## src/rtl/mux_nto1_reg_if.sv

```systemverilog
// Handshake bundle for mux_nto1_reg: N input channels with per-channel valid/ready
// and one registered output channel. Driver side is master, the mux is slave.
interface mux_nto1_reg_if #(
  parameter int WIDTH  = 8,
  parameter int NUM_IN = 4,
  parameter int SEL_W  = 2
);
  logic [SEL_W-1:0]        sl;
  logic [NUM_IN*WIDTH-1:0] in_data;
  logic [NUM_IN-1:0]       in_valid;
  logic [NUM_IN-1:0]       in_ready;
  logic [WIDTH-1:0]        out_data;
  logic [SEL_W-1:0]        out_sel;
  logic                    out_valid;
  logic                    out_ready;

  modport master (
    output sl, in_data, in_valid, out_ready,
    input  in_ready, out_data, out_sel, out_valid
  );

  modport slave (
    input  sl, in_data, in_valid, out_ready,
    output in_ready, out_data, out_sel, out_valid
  );
endinterface

```

## src/rtl/mux_nto1_reg.sv

```systemverilog
// Registered N:1 multiplexer with valid/ready handshake, 1-cycle latency, full throughput.
// Define MUX_RR_EN to replace the external select with a round-robin arbiter over in_valid.
module mux_nto1_reg #(
  parameter int WIDTH  = 8,
  parameter int NUM_IN = 4,
  parameter int SEL_W  = 2
) (
  input  logic             clk,
  input  logic             rst_n,
  mux_nto1_reg_if.slave    bus
);

  logic                    load_en;
  logic                    grant_vld;
  logic [SEL_W-1:0]        grant_idx;
  logic                    grant_in_vld;
  logic [WIDTH-1:0]        grant_data;
  logic                    xfer;
  logic [NUM_IN-1:0]       in_ready;

  logic [WIDTH-1:0]        out_data_q, out_data_d;
  logic [SEL_W-1:0]        out_sel_q, out_sel_d;
  logic                    out_valid_q, out_valid_d;

  assign load_en = !out_valid_q || bus.out_ready;

`ifdef MUX_RR_EN
  logic [SEL_W-1:0] rr_ptr_q, rr_ptr_d;
  logic             hi_vld, lo_vld;
  logic [SEL_W-1:0] hi_idx, lo_idx;
  logic             unused_sl;

  assign unused_sl = ^bus.sl;

  // Lowest valid index at/above the pointer wins; otherwise wrap to the lowest valid overall.
  always_comb begin
    hi_vld = 1'b0;
    hi_idx = '0;
    lo_vld = 1'b0;
    lo_idx = '0;
    for (int unsigned i = 0; i < NUM_IN; i++) begin
      if (bus.in_valid[i]) begin
        if (!lo_vld) begin
          lo_vld = 1'b1;
          lo_idx = SEL_W'(i);
        end
        if (!hi_vld && (i >= 32'(rr_ptr_q))) begin
          hi_vld = 1'b1;
          hi_idx = SEL_W'(i);
        end
      end
    end
    grant_vld = hi_vld || lo_vld;
    grant_idx = hi_vld ? hi_idx : lo_idx;
  end

  always_comb begin
    rr_ptr_d = rr_ptr_q;
    if (xfer) begin
      if (32'(grant_idx) + 32'd1 >= 32'(NUM_IN)) rr_ptr_d = '0;
      else                                       rr_ptr_d = grant_idx + SEL_W'(1);
    end
  end

  always_ff @(posedge clk or negedge rst_n) begin
    if (!rst_n) rr_ptr_q <= '0;
    else        rr_ptr_q <= rr_ptr_d;
  end
`else
  assign grant_vld = 32'(bus.sl) < 32'(NUM_IN);
  assign grant_idx = bus.sl;
`endif

  always_comb begin
    grant_in_vld = 1'b0;
    grant_data   = '0;
    in_ready     = '0;
    for (int unsigned i = 0; i < NUM_IN; i++) begin
      if (32'(grant_idx) == i) begin
        grant_in_vld = bus.in_valid[i];
        grant_data   = bus.in_data[i*WIDTH +: WIDTH];
        in_ready[i]  = grant_vld && load_en;
      end
    end
  end

  assign xfer = grant_vld && load_en && grant_in_vld;

  always_comb begin
    out_data_d  = out_data_q;
    out_sel_d   = out_sel_q;
    out_valid_d = out_valid_q;
    if (xfer) begin
      out_data_d  = grant_data;
      out_sel_d   = grant_idx;
      out_valid_d = 1'b1;
    end else if (load_en) begin
      out_valid_d = 1'b0;
    end
  end

  always_ff @(posedge clk or negedge rst_n) begin
    if (!rst_n) begin
      out_data_q  <= '0;
      out_sel_q   <= '0;
      out_valid_q <= 1'b0;
    end else begin
      out_data_q  <= out_data_d;
      out_sel_q   <= out_sel_d;
      out_valid_q <= out_valid_d;
    end
  end

  assign bus.in_ready  = in_ready;
  assign bus.out_data  = out_data_q;
  assign bus.out_sel   = out_sel_q;
  assign bus.out_valid = out_valid_q;

endmodule
```

## src/flat_wrapper.sv

```systemverilog
// flat-port wrapper written by rule: the top's interface ports become plain ports
module mux_nto1_reg_flat 
#(
  parameter int WIDTH  = 8,
  parameter int NUM_IN = 4,
  parameter int SEL_W  = 2
)
  (clk, rst_n, bus_sl, bus_in_data, bus_in_valid, bus_out_ready, bus_in_ready, bus_out_data, bus_out_sel, bus_out_valid);
  mux_nto1_reg_if #(.WIDTH(WIDTH), .NUM_IN(NUM_IN), .SEL_W(SEL_W)) bus_i ();
  input  logic clk;
  input  logic rst_n;
  input wire logic [$bits(bus_i.sl)-1:0] bus_sl;
  input wire logic [$bits(bus_i.in_data)-1:0] bus_in_data;
  input wire logic [$bits(bus_i.in_valid)-1:0] bus_in_valid;
  input wire logic [$bits(bus_i.out_ready)-1:0] bus_out_ready;
  output wire logic [$bits(bus_i.in_ready)-1:0] bus_in_ready;
  output wire logic [$bits(bus_i.out_data)-1:0] bus_out_data;
  output wire logic [$bits(bus_i.out_sel)-1:0] bus_out_sel;
  output wire logic [$bits(bus_i.out_valid)-1:0] bus_out_valid;
  assign bus_i.sl = bus_sl;
  assign bus_i.in_data = bus_in_data;
  assign bus_i.in_valid = bus_in_valid;
  assign bus_i.out_ready = bus_out_ready;
  assign bus_in_ready = bus_i.in_ready;
  assign bus_out_data = bus_i.out_data;
  assign bus_out_sel = bus_i.out_sel;
  assign bus_out_valid = bus_i.out_valid;
  mux_nto1_reg #(.WIDTH(WIDTH), .NUM_IN(NUM_IN), .SEL_W(SEL_W)) u_core (.clk(clk), .rst_n(rst_n), .bus(bus_i));
endmodule
```

## config.mk

```make
export PLATFORM = sky130hd
export DESIGN_NAME = mux_nto1_reg_flat
export DESIGN_NICKNAME = d
export VERILOG_FILES = /design/src/rtl/mux_nto1_reg_if.sv /design/src/rtl/mux_nto1_reg.sv /design/src/flat_wrapper.sv
export SDC_FILE = /design/constraint.sdc
export NUM_CORES = 1
export LEC_CHECK = 0
export CORE_MARGIN = 3
export CORE_UTILIZATION = 33
export DETAILED_ROUTE_END_ITERATION = 8
export PLACE_DENSITY = 0.78
export SLEW_MARGIN = 20
export SYNTH_ARGS = -nofsm -noshare
export SYNTH_HDL_FRONTEND = slang
export SYNTH_SLANG_ARGS = --single-unit
```

## constraint.sdc

```tcl
create_clock -name clk -period 1.97 [get_ports clk]
set_input_delay 0.2955 -clock clk [delete_from_list [all_inputs] [get_ports clk]]
set_output_delay 0.2955 -clock clk [all_outputs]
set_load 0.005 [all_outputs]
```

==> metrics <==
status finished, final reports clean; P per Cell Area 611 nW/um^2; post-layout util 69.4%; Avg Vias per Cell 4.94; Synth Area in Compound Gates 3.17%; XOR/XNOR Fraction of Synth Area 0%; fin crit share 98.0%; max incr delay on CP 0.51 ns; vias in the first global route 737; Post-synth EDFFs 0; global-route wire length before repair 3.62 mm; Tightest Pin Transition 0.491 ns; CP Max Fanout 3; count leader, synth dfrtp_1; antenna violations before repair 0; RSZ-0062 raised after global routing no; largest net degree at the start of global routing 12; max_cap viols 0; WP data required 1.67 ns; clock buffer depth 2; CTS Buf Count 3; Chip Width 53.7 microns; Adder-Cell Fraction of Synth Area 0%; Yosys cell types 20; Post-Syn Nets 90; Rows 16; clk_lat worst skew 0.27 ns; Max stage delay cell, worst path clkdlybuf4s50_1; Yosys warnings 0; synth top area cells dfrtp_1 (37%), mux4_2 (21%), mux2_4 (18%); Setup CP Type primary input to output pin; Worst Path Arrival 1.64 ns; WL final 2.37 mm; DR WL/cell 16.8 microns; clock tree sinks 11; Power Total 874 uW; ant diodes 0; Lkg Pwr 0.647 nW; Hold Fails Final Rpt 0; post-synthesis sequential area ratio 36.7%; clk_skew 0.00154 ns; final-report max-slew violation count 0; GRT overflow 0; dominant synthesized flop cell dfrtp_1; Buffers on Ports 55; hold_ws 0.356 ns; DR pass1 iterations 4; Setup Viol. Count Final 0; routability cong. 0.687; synthesized area 751 sq um; layout cells sized above 1 27.2%; Placeable Area 2060 sq um; H-tree depth 1; Initial Utilization 36.4%; Die Y 53.7 microns; Yosys top cell area share 36.7%; Initial DRC Count 5; Ports 56; # DRC 0; CTS Root Cell clkbuf_4; Setup TNS Final 0 ns; Vias 696; Post-Synth Simple-Gate Area 8.00%; multiplexer share of the synthesized area 45.2%; worst min path class primary input to async pin; Sequential cell area 275 sq um; maximum VDD drop 0.319 mV; Worst-path clk slew 0.07 ns; GRT Total Usage 18.1%; Avg Inst Size Synth 15.3 sq um; Worst Setup Start Kind primary input; cell mode on critical path clkdlybuf4s50_1; area added between synthesis and finish 90.5%; Fillers 152; post-route ant nets 0; largest family of logic cells by synthesized area multiplexers; DP HPWL 2.00 mm; cell taking the most area after synthesis dfrtp_1; ys async rst share 100%; CTS tree built; worst-path cell chain clkdlybuf4s50_1 > nand2b_1 > nand2_1 > nor2_1 > clkdlybuf4s50_1; min Tclk post-route 1.93 ns; FF+latch count, synth 11; crit end category output pin; placed inst area 1380 sq um; commonest cells in the netlist dfrtp_1 (11), mux2_4 (9), mux4_2 (7); Post-Layout Inst Area 1430 sq um; die area 2880 sq um; Post-Synthesis Cells 49; area of the multi-input gates 423 sq um; Final Net Count 156; FMAX 0.518 GHz; relative slew slack 67.2%; cts hold-fix bufs 0
## registers in the layout (all words and copies together) (netlist names)
signal                flops
u_core.bus.out_data       8
u_core.bus.out_valid      1
u_core.bus.out_sel        2
## placed cells by master (no fill, tap or decap), drive strengths merged
| cell | synthesis | final |
|---|---|---|
| a21o | 1 | 1 |
| and3 | 1 | 1 |
| buf | 4 | 11 |
| clkbuf | 1 | 4 |
| clkdlybuf4s50 | 0 | 51 |
| dfrtp | 11 | 11 |
| dlygate4sd2 | 0 | 1 |
| dlymetal6s2s | 0 | 3 |
| inv | 1 | 1 |
| mux2 | 9 | 9 |
| mux2i | 2 | 2 |
| mux4 | 8 | 8 |
| nand2 | 2 | 2 |
| nand2b | 1 | 1 |
| nor2 | 1 | 1 |
| nor2b | 1 | 1 |
| nor3 | 2 | 2 |
| nor3b | 1 | 1 |
| o21ba | 1 | 1 |
| o22ai | 1 | 1 |
| or2b | 1 | 1 |
## cells by family after synthesis
kind of cell	Yosys count
muxes	19
buffers and inverters	6
AOI/OAI and AO/OA	3
and+or+nand+nor	10
DFF	11
## area by class of cell
type / count / share of cell area [%]
Inverter: 1 / 0.262
Multi-Input combinational cell: 32 / 29.6
Timing Repair Buffer: 66 / 46.7
Tap cell: 27 / 2.36
Clock buffer: 4 / 1.84
Sequential cell: 11 / 19.2
## repair_timing
item                                   in CTS  in global routing
setup endpoints to repair                   3                  3
gates resized for setup                     2                  3
buffers inserted                            2                  0
endpoints found under the hold margin       0                  0
## critical path: cells and delay by family
family / cells / cell delay, ns
buffers and inverters: 2 / 0.99
AND/OR/NAND/NOR: 3 / 0.35
## routing by layer
layer | part of all wire (%) | GRT usage, % | up-vias
met1 | 36 | 19.5 | 343
li1 | - | - | 317
met3 | 8.8 | 3.32 | 4
met4 | 1.9 | 8.94 | 0
met2 | 54 | 33.5 | 32
met5 | 0 | 0 | -
## final timing paths
check / from / end / slack (ns) / cells after the start
setup / recovery: bus_out_ready / bus_in_ready[1] / 0.04 / 5
hold / removal: rst_n / u_core.bus.out_data[1]$_DFFE_PN0P_ / 0.36 / 1
setup reg to reg: u_core.bus.out_valid$_DFFE_PN0P_ / u_core.bus.out_data[6]$_DFFE_PN0P_ / 0.36 / 5
hold reg to reg: u_core.bus.out_data[3]$_DFFE_PN0P_ / u_core.bus.out_data[3]$_DFFE_PN0P_ / 0.51 / 1
max in group asynchronous: rst_n / u_core.bus.out_sel[1]$_DFFE_PN0P_ / 1.28 / 1
min in group clk: bus_sl[0] / u_core.bus.out_valid$_DFFE_PN0P_ / 0.48 / 4
## per-stage QoR
stage	worst slack [ns]	std cells
finish	0.0388	141
global placement	-0.0235	135
CTS	0.00642	141
floorplan	0.495	49
global route	0.0117	141
detailed placement	-0.0998	135
## where the power goes
| group | switching (mW) | internal [mW] | leakage [nW] |
|---|---|---|---|
| clock | 0.0752 | 0.0784 | 0.0150 |
| combinational | 0.107 | 0.296 | 0.505 |
| sequential | 0.0363 | 0.281 | 0.127 |
Note: power is estimated with default switching activity, not from simulation.
